## config.mk

```make
export PLATFORM = sky130hd
export DESIGN_NAME = result_writeback
export DESIGN_NICKNAME = d
export VERILOG_FILES = /design/src/rtl/acc_pkg.sv /design/src/rtl/wb_strb_gen.sv /design/src/rtl/result_writeback.sv
export SDC_FILE = /design/constraint.sdc
export NUM_CORES = 2
export LEC_CHECK = 0
export ABC_AREA = 1
export BUFFER_PORTS_ARGS = -buffer_cell sky130_fd_sc_hd__clkbuf_2
export CAP_MARGIN = 5
export CORE_MARGIN = 2
export CORE_UTILIZATION = 45
export CTS_BUF_LIST = sky130_fd_sc_hd__clkbuf_8
export DETAILED_ROUTE_END_ITERATION = 6
export GPL_TIMING_DRIVEN = 0
export PLACE_DENSITY = 0.75
export SLEW_MARGIN = 20
export SYNTH_ARGS = -nofsm -noshare
export SYNTH_HDL_FRONTEND = slang
export SYNTH_SLANG_ARGS = --single-unit
```

## constraint.sdc

```tcl
create_clock -name clk -period 10.3 [get_ports clk]
set_clock_uncertainty 0.1 [all_clocks]
set_input_delay 2.575 -clock clk [delete_from_list [all_inputs] [get_ports clk]]
set_output_delay 2.575 -clock clk [all_outputs]
set_load 0.01 [all_outputs]
```

## src/rtl/acc_pkg.sv

```systemverilog
// Shared accelerator constants and the result-writeback state encoding.
// One C row segment is BPR beats of DATA_W bits.
package acc_pkg;

  localparam int SIZE   = 16;
  localparam int DATA_W = 256;
  localparam int ELEM_W = 32;
  localparam int BPR    = SIZE * ELEM_W / DATA_W;

  typedef enum logic [2:0] {
    IDLE,
    ROW_REQ,
    BEATS,
    WAIT_DONE,
    SKIP,
    FINISH
  } wb_state_e;

endpackage

```

## src/rtl/wb_strb_gen.sv

```systemverilog
// Byte strobes for one write beat: an element lane is enabled
// only while its column index is still inside the matrix width.
module wb_strb_gen #(
  parameter int DATA_W = acc_pkg::DATA_W,
  parameter int ELEM_W = acc_pkg::ELEM_W
) (
  input  logic [32:0]         col_base,
  input  logic [31:0]         n,
  output logic [DATA_W/8-1:0] strb
);

  localparam int EPB = DATA_W / ELEM_W;
  localparam int EB  = ELEM_W / 8;

  // 33-bit compare keeps columns near 2^32 from wrapping
  always_comb begin
    strb = '0;
    for (int e = 0; e < EPB; e++) begin
      if ((col_base + 33'(e)) < {1'b0, n}) begin
        strb[e*EB +: EB] = '1;
      end
    end
  end

endmodule

```

## src/rtl/result_writeback.sv

```systemverilog
// Streams result beats of C into DMA write bursts, one burst per
// live row segment; rows past m are drained without DMA traffic.
module result_writeback #(
  parameter int SIZE   = acc_pkg::SIZE,
  parameter int DATA_W = acc_pkg::DATA_W,
  parameter int ELEM_W = acc_pkg::ELEM_W
) (
  input  logic                clk,
  input  logic                rstn,
  input  logic                start,
  input  logic [31:0]         addr_base_c,
  input  logic [31:0]         m,
  input  logic [31:0]         n,
  input  logic [31:0]         row_stride,
  input  logic                res_valid,
  output logic                res_ready,
  input  logic [DATA_W-1:0]   res_data,
  output logic                dma_wr_start,
  output logic [31:0]         dma_wr_addr,
  output logic                dma_wr_valid,
  input  logic                dma_wr_ready,
  output logic [DATA_W-1:0]   dma_wr_data,
  output logic [DATA_W/8-1:0] dma_wr_strb,
  input  logic                dma_wr_done,
  output logic                busy,
  output logic                done
);

  import acc_pkg::*;

  localparam int NB  = SIZE * ELEM_W / DATA_W;
  localparam int EPB = DATA_W / ELEM_W;
  localparam int RW  = (SIZE > 1) ? $clog2(SIZE) : 1;
  localparam int BW  = (NB > 1) ? $clog2(NB) : 1;

  wb_state_e   state_q, state_d;
  logic [31:0] base_q, base_d;
  logic [31:0] m_q, m_d;
  logic [31:0] n_q, n_d;
  logic [31:0] stride_q, stride_d;
  logic [31:0] m_cnt_q, m_cnt_d;
  logic [31:0] n_cnt_q, n_cnt_d;
  logic [RW-1:0] row_q, row_d;
  logic [BW-1:0] beat_q, beat_d;

  logic [32:0] row_abs;
  logic [31:0] row_addr;
  logic        last_beat;
  logic        last_row;
  logic        n_end;
  logic        m_end;

  logic [31:0]   m_adv;
  logic [31:0]   n_adv;
  logic [RW-1:0] row_adv;
  wb_state_e     st_adv;

  logic [32:0]         col_base;
  logic [DATA_W/8-1:0] strb_w;

  assign row_abs   = {1'b0, m_cnt_q} + 33'(row_q);
  assign last_beat = (beat_q == BW'(NB - 1));
  assign last_row  = (row_q == RW'(SIZE - 1));
  assign n_end     = ({1'b0, n_cnt_q} + 33'(SIZE)) >= {1'b0, n_q};
  assign m_end     = ({1'b0, m_cnt_q} + 33'(SIZE)) >= {1'b0, m_q};

  assign row_addr = base_q
                  + row_abs[31:0] * stride_q
                  + {n_cnt_q[29:0], 2'b00};

  assign col_base = {1'b0, n_cnt_q} + 33'(beat_q) * 33'(EPB);

  wb_strb_gen #(
    .DATA_W (DATA_W),
    .ELEM_W (ELEM_W)
  ) u_strb (
    .col_base (col_base),
    .n        (n_q),
    .strb     (strb_w)
  );

  // Position and state after the current row segment retires
  always_comb begin
    m_adv   = m_cnt_q;
    n_adv   = n_cnt_q;
    row_adv = row_q + RW'(1);
    st_adv  = ROW_REQ;
    if (last_row) begin
      row_adv = '0;
      if (n_end) begin
        n_adv = '0;
        if (!m_end) begin
          m_adv = m_cnt_q + 32'(SIZE);
        end
      end else begin
        n_adv = n_cnt_q + 32'(SIZE);
      end
    end
    if (last_row && n_end && m_end) begin
      st_adv = FINISH;
    end else if (({1'b0, m_adv} + 33'(row_adv)) >= {1'b0, m_q}) begin
      st_adv = SKIP;
    end
  end

  always_comb begin
    state_d      = state_q;
    base_d       = base_q;
    m_d          = m_q;
    n_d          = n_q;
    stride_d     = stride_q;
    m_cnt_d      = m_cnt_q;
    n_cnt_d      = n_cnt_q;
    row_d        = row_q;
    beat_d       = beat_q;
    res_ready    = 1'b0;
    dma_wr_start = 1'b0;
    dma_wr_addr  = '0;
    dma_wr_valid = 1'b0;
    dma_wr_data  = '0;
    dma_wr_strb  = '0;
    done         = 1'b0;
    unique case (state_q)
      IDLE: begin
        if (start) begin
          base_d   = addr_base_c;
          m_d      = m;
          n_d      = n;
          stride_d = row_stride;
          m_cnt_d  = '0;
          n_cnt_d  = '0;
          row_d    = '0;
          beat_d   = '0;
          state_d  = (m == '0 || n == '0) ? FINISH : ROW_REQ;
        end
      end
      ROW_REQ: begin
        dma_wr_start = 1'b1;
        dma_wr_addr  = row_addr;
        state_d      = BEATS;
      end
      BEATS: begin
        dma_wr_valid = res_valid;
        res_ready    = dma_wr_ready;
        dma_wr_data  = res_data;
        dma_wr_strb  = strb_w;
        if (res_valid && dma_wr_ready) begin
          if (last_beat) begin
            beat_d  = '0;
            state_d = WAIT_DONE;
          end else begin
            beat_d = beat_q + BW'(1);
          end
        end
      end
      WAIT_DONE: begin
        if (dma_wr_done) begin
          m_cnt_d = m_adv;
          n_cnt_d = n_adv;
          row_d   = row_adv;
          state_d = st_adv;
        end
      end
      SKIP: begin
        res_ready = 1'b1;
        if (res_valid) begin
          if (last_beat) begin
            beat_d  = '0;
            m_cnt_d = m_adv;
            n_cnt_d = n_adv;
            row_d   = row_adv;
            state_d = st_adv;
          end else begin
            beat_d = beat_q + BW'(1);
          end
        end
      end
      FINISH: begin
        done    = 1'b1;
        state_d = IDLE;
      end
      default: state_d = IDLE;
    endcase
  end

  assign busy = (state_q != IDLE);

  always_ff @(posedge clk or negedge rstn) begin
    if (!rstn) begin
      state_q  <= IDLE;
      base_q   <= '0;
      m_q      <= '0;
      n_q      <= '0;
      stride_q <= '0;
      m_cnt_q  <= '0;
      n_cnt_q  <= '0;
      row_q    <= '0;
      beat_q   <= '0;
    end else begin
      state_q  <= state_d;
      base_q   <= base_d;
      m_q      <= m_d;
      n_q      <= n_d;
      stride_q <= stride_d;
      m_cnt_q  <= m_cnt_d;
      n_cnt_q  <= n_cnt_d;
      row_q    <= row_d;
      beat_q   <= beat_d;
    end
  end

endmodule

```

### Word level (Yosys, flattened, before mapping)

Cells that the tools add are included.

| cells by class | value |
|---|---|
| equal/unequal tests | 12 |
| reduce and logical (&&, ||, !) cells | 14 |
| add/subtract/negate cells | 18 |
| multiply operators | 1 |
| muxes and demuxes | 50 |
| magnitude comparators | 11 |

Operators with widths:

| kind | number |
|---|---|
| $mux 32 | 14 |
| $lt 33x32->1 | 8 |
| $mux 256 | 1 |
| $pmux 32 s3 | 2 |
| $add 33x3->33 const B | 4 |
| $ge 33x32->1 | 3 |
| $add 32x4->33 | 2 |
| $add 32x5->33 const B | 2 |
| $add 33x2->33 const B | 2 |
| $add 32x32->32 | 2 |
| $add 32x5->32 const B | 2 |
| $logic_not 32->1 | 2 |
| $mux 4 | 13 |
| $add 33x1->33 const B | 1 |
| $add 32x4->32 | 1 |
| $mul 32x32->32 | 1 |
| $mux 3 | 9 |
| $pmux 3 s5 | 1 |
| $ne 2x2->1 const B | 6 |
| $pmux 4 s3 | 1 |
| $reduce_bool 3->1 | 3 |
| $mux 1 | 7 |
| $eq 3x2->1 const B | 2 |
| $eq 3x3->1 const B | 2 |
| other kinds (13) | 15 |

| storage, ports and cells | value |
|---|---|
| bits in registers | 200 |
| output and inout port bits | 325 |
| input port bits | 390 |
| word-level logic and storage cells | 115 |

### Depth between registers and ports, before layout

| depth | value |
|---|---|
| depth after elaboration | 12 |
| gate-level depth with buffers | 54 |
| depth with buffers taken out | 53 |

### Modules after synthesis

Synthesis repeated with hierarchy kept, for this count alone.

| second synthesis, totals | value |
|---|---|
| cells, all modules | 5729 |
| area total of the unflattened synthesis | 41263.3 um^2 |

Modules (own cells, without submodules):

| module | seq. area each (um^2) | area an instance (um^2) | cells an instance | instances |
|---|---|---|---|---|
| result_writeback | 4804.6 | 31689.1 | 4287 | 1 |
| wb_strb_gen | 0.0 | 9574.2 | 1442 | 1 |

### Least setup slack after synthesis

OpenSTA, ideal clock, no wires.

| timing path | value |
|---|---|
| path kind | register to output |
| from | reg m_cnt_q[5] |
| to | out dma_wr_addr[31] |
| cell stages (with the launch flop) | 33 |
| arrival time | 7.128 ns |
| slack | 0.497 ns |
| data required time | 7.625 ns |
| buffers on the path | 2 |
| cells stage by stage | dfrtp_1 > clkbuf_1 > buf_1 > nand2_1 > fa_1 > inv_1 > fa_1 > inv_1 > fa_1 > inv_1 > fa_1 > ha_1 > inv_1 > fa_1 > fa_1 > inv_1 > fa_1 > ha_1 > nand2_1 > o21ai_0 > nand2_1 > o2111ai_1 > a31oi_1 > o21a_1 > o21ai_0 > nand3_1 > nand2_1 > a21oi_1 > o21ai_0 > a21oi_1 > nand3_1 > nand2_1 > nor2_1 |

| on the way | value |
|---|---|
| word-level cells in the longest chain between the ends | 5 |

Ends and longest elaborated chain:

| item | RTL line | RTL |
|---|---|---|
| from (decl) | result_writeback.sv:41 | `logic [31:0] m_cnt_q, m_cnt_d;` |
| from (signal assigned) | result_writeback.sv:205 | `m_cnt_q <= m_cnt_d;` |
| $add 32x4->32 | result_writeback.sv:61 | `assign row_abs = {1'b0, m_cnt_q} + 33'(row_q);` |
| $mul 32x32->32 | result_writeback.sv:68 | `+ row_abs[31:0] * stride_q` |
| $add 32x32->32 | result_writeback.sv:68 |  |
| $add 32x32->32 | result_writeback.sv:69 | `+ {n_cnt_q[29:0], 2'b00};` |
| $mux 32 | result_writeback.sv:123 | `unique case (state_q)` |
| to (decl) | result_writeback.sv:19 | `output logic [31:0] dma_wr_addr,` |

Every way passes these cells.

### Worst setup path after layout

| timing path | value |
|---|---|
| from | reg stride_q[18] |
| to | out dma_wr_addr[31] |

| on the way | value |
|---|---|
| word-level cells in the longest chain between the ends | 4 |

Ends and longest elaborated chain:

| item | RTL line | RTL |
|---|---|---|
| from (decl) | result_writeback.sv:40 | `logic [31:0] stride_q, stride_d;` |
| from (signal assigned) | result_writeback.sv:204 | `stride_q <= stride_d;` |
| $mul 32x32->32 | result_writeback.sv:68 |  |
| $add 32x32->32 | result_writeback.sv:68 |  |
| $add 32x32->32 | result_writeback.sv:69 |  |
| $mux 32 | result_writeback.sv:123 |  |

Every way passes these cells.

==> impl_results.md <==
* CTS Hold Buffers Added at 0
* Hold path depth at 2
* Period utilization at 1.01
* CTS clk-pin slew, worst paths at 0.13 ns
* DP Worst Slack at -1.58 ns
* DRT Pass-1 Iters at 7
* Post-synth EDFFs at 0
* Fraction of registers with async set/reset at 1.00
* Fmax achieved at 0.0960 GHz
* Setup ws final at -0.121 ns
* Setup crit end kind: output pin
* Drt wl/cell at 26.6 µm
* First-pass GRT wire length at 239 mm
* Register bit count reported by yosys at between 150 and 200
* H-tree Lvls at 4
* Post-DP Area at 39600 µm²
* Final setup vio count at 3
* Slew Limit Fails at 0
* Run status: finished with violations
* Final net count at 6680
* Seq/Total Area, Yosys at 0.139
* Cell Count, Final, Fillers Out at 6578
* Static leakage at 0.0243 µW
* Final RePlAce weighted congestion at 1.08
* Via/cell ratio at 5.37
* Synth top area cells: fa_1 27%, dfrtp_1 14%, inv_1 13%, ha_1 11%, nand2_1 8.9%
* Worst Path Required at 7.63 ns
* Netlist cell types at 68
* Pwr per Cell Area at 189 nW/µm²
* Layout cells sized above 1 at 0.224
* Antenna violations before repair at 36
* Tmin final at 10.42 ns
* Core area at 76100 µm²
* Fin. Hold Viols at 0
* Worst VDD drop at 256 µV
* Die X at 282 µm
* Initial Util at 0.456
* Synth area leader: fa_1
* Failing checks: DRC, setup timing
* Reg2Reg Depth at 42
* Vias at about 35000
* Hold Path Class: reg -> reg
* Final core utilization at 0.558
* Iter 0 DRT Violations at 4020
* CP Class: reg -> out
* Post-DP HPWL at 147 mm
* Cell Area, Synth at roughly 35000 µm²
* Area Overhead vs Synth at 22.4%
* Vias in the first global route at about 34000
* Largest net degree at the start of global routing at 68
* Port Buffers at 714
* Share of the synthesized area in the top cell type at 0.270
* DRC errors left at 3
* Most frequent cell after synthesis: inv_1
* Clock sink count at 192
* YS warnings at 0
* Number of routed nets with antenna violations at 0
* Crit path top cell by count: fa_1
* Post-Layout Inst Area at 42400 µm²
* Post-Syn Instances at 4677
* Placed cells at 6427
* Clk buf depth at 2
* CTS tree: built
* Total grt overflow at 0
* Worst-margin pin slew at 1.15 ns
* Commonest cells post-synth: 1233 x inv_1, 822 x nand2_1, 479 x nor2_1
* Vert. Die Dim at 282 µm
* Row count at 101
* Max incr delay on CP at 0.58 ns
* Normalized max-slew margin at 0.235
* Slowest CP cell: fa_1
* Clk_lat worst skew at 0.62 ns
* Max-cap violation count at 0
* RSZ-0062 raised after global routing: yes
* Filler cells at around 7000
* Top Ports at 715
* CTS buffer count at 17
* Die area at between 70000 and 80000 µm²
* CP Max Fanout at 10
* Average cell area after synthesis at roughly 7.4 µm²
* Post-Route WL at 175 mm
* Ys flop type: dfrtp_1
* Global-route usage over all layers at 0.433
* Hold slack final at 0.409 ns
* Crit path DAT at 7.75 ns
* Root Buffer: clkbuf_8
* Startpoint Class: flop
-- worst paths after layout --
| check | startpoint | endpoint | slack, ns |
|---|---|---|---|
| min in group asynchronous | rstn | n_q[5]$_DFFE_PN0P_ | 1.86 |
| worst max register to register | n_cnt_q[18]$_DFFE_PN0P_ | state_q[2]$_DFFE_PN0P_ | 3.37 |
| worst min-delay path | n_q[29]$_DFFE_PN0P_ | n_q[29]$_DFFE_PN0P_ | 0.41 |
| worst min register to register | n_q[29]$_DFFE_PN0P_ | n_q[29]$_DFFE_PN0P_ | 0.41 |
| worst max-delay path | stride_q[18]$_DFFE_PN0P_ | dma_wr_addr[31] | -0.12 |
| max in group asynchronous | rstn | stride_q[15]$_DFFE_PN0P_ | 7.07 |
-- cell families (layout without fill, tap and decap cells) --
group / after synthesis / in the layout / synth area share
adder cells (fa/ha/maj): 774 / 774 / 0.381
flip-flops: 192 / 192 / 0.139
AO/OA/AOI/OAI: 455 / 455 / 0.0739
AND/OR/NAND/NOR: 1532 / 1532 / 0.183
multiplexers: 39 / 39 / 0.0126
buffers and inverters: 1516 / 2364 / 0.169
other: 2 / 25 / 0.000217
XOR/XNOR: 167 / 167 / 0.0422
-- stage by stage --
step / power, µW / TNS (ns)
floorplan: 4320 / 0
global placement: 6320 / -11.59
detailed placement: 6410 / -13.07
CTS: 7370 / -0.0955
global route: 8580 / -2.09
finish: 8030 / -0.168
-- layout by cell type (no fill, tap or decap), types with 11 or more instances in the layout --
cell	count
fa_1	457
nand2_1	802
clkbuf_2	719
xnor2_1	45
o22ai_1	35
nand3_1	86
clkbuf_1	113
o211ai_1	13
ha_1	281
dfrtp_1	166
mux2_2	38
buf_6	22
nor3_1	33
buf_12	15
o21ai_0	102
inv_2	23
nand2_2	20
buf_4	149
buf_2	17
diode_2	19
nor2_1	474
o21ai_1	19
nor4_1	26
a21oi_1	199
xor2_1	120
nand4_1	31
clkbuf_8	24
a21oi_2	11
o21ai_2	11
dfrtp_2	26
nor2_2	18
ha_4	20
clkbuf_4	20
buf_8	11
inv_1	1221
-- state kept, by name, summed over array words and instances, names as in the netlist --
signal    cells
m_q          32
state_q       3
n_cnt_q      28
base_q       32
beat_q        1
n_q          32
row_q         4
m_cnt_q      28
stride_q     32
-- metal layers --
| layer | vias up | part of all wire | track usage |
|---|---|---|---|
| met5 | - | 0.0034 | 0.0458 |
| met4 | 22 | 0.062 | 0.214 |
| met3 | 451 | 0.15 | 0.220 |
| met2 | 2302 | 0.41 | 0.612 |
| met1 | 17100 | 0.38 | 0.538 |
| li1 | 15500 | - | - |
-- worst max-delay path: cells and delay by family (launching register included) --
kind / cells / cell delay [ns]
XOR/XNOR: 6 / 1.10
flip-flops: 1 / 0.52
AND/OR/NAND/NOR: 5 / 0.79
buffers and inverters: 6 / 0.64
adder cells (fa/ha/maj): 8 / 4.06
-- repair_timing --
| action | in CTS | in global routing |
|---|---|---|
| pin swaps | 16 | 81 |
| buffers inserted | 52 | 64 |
| setup endpoints to repair | 22 | 11 |
| resized for setup | 286 | 168 |
| gates cloned | 0 | 4 |
-- report_power, final --
group	total [µW]	internal (µW)	switching, µW
Combinational	6180	2170	4000
Sequential	1240	1010	234
Clock	609	240	370
Total	8030	3420	4610
-- final cells by class --
type | count | area, µm² | share of cell area
multi-input cells | 2973 | 24700 | 0.581
well taps | 1030 | 1290 | 0.0304
clock buffers | 19 | 262 | 0.00616
inverters | 1244 | 4670 | 0.110
repair buffers | 835 | 4600 | 0.108
diodes | 19 | 47.5 | 0.00112
clock inverters | 13 | 173 | 0.00407
plain buffers | 253 | 1890 | 0.0444
flip-flops and latches | 192 | 4840 | 0.114
Power figures use the tool's default switching activity.
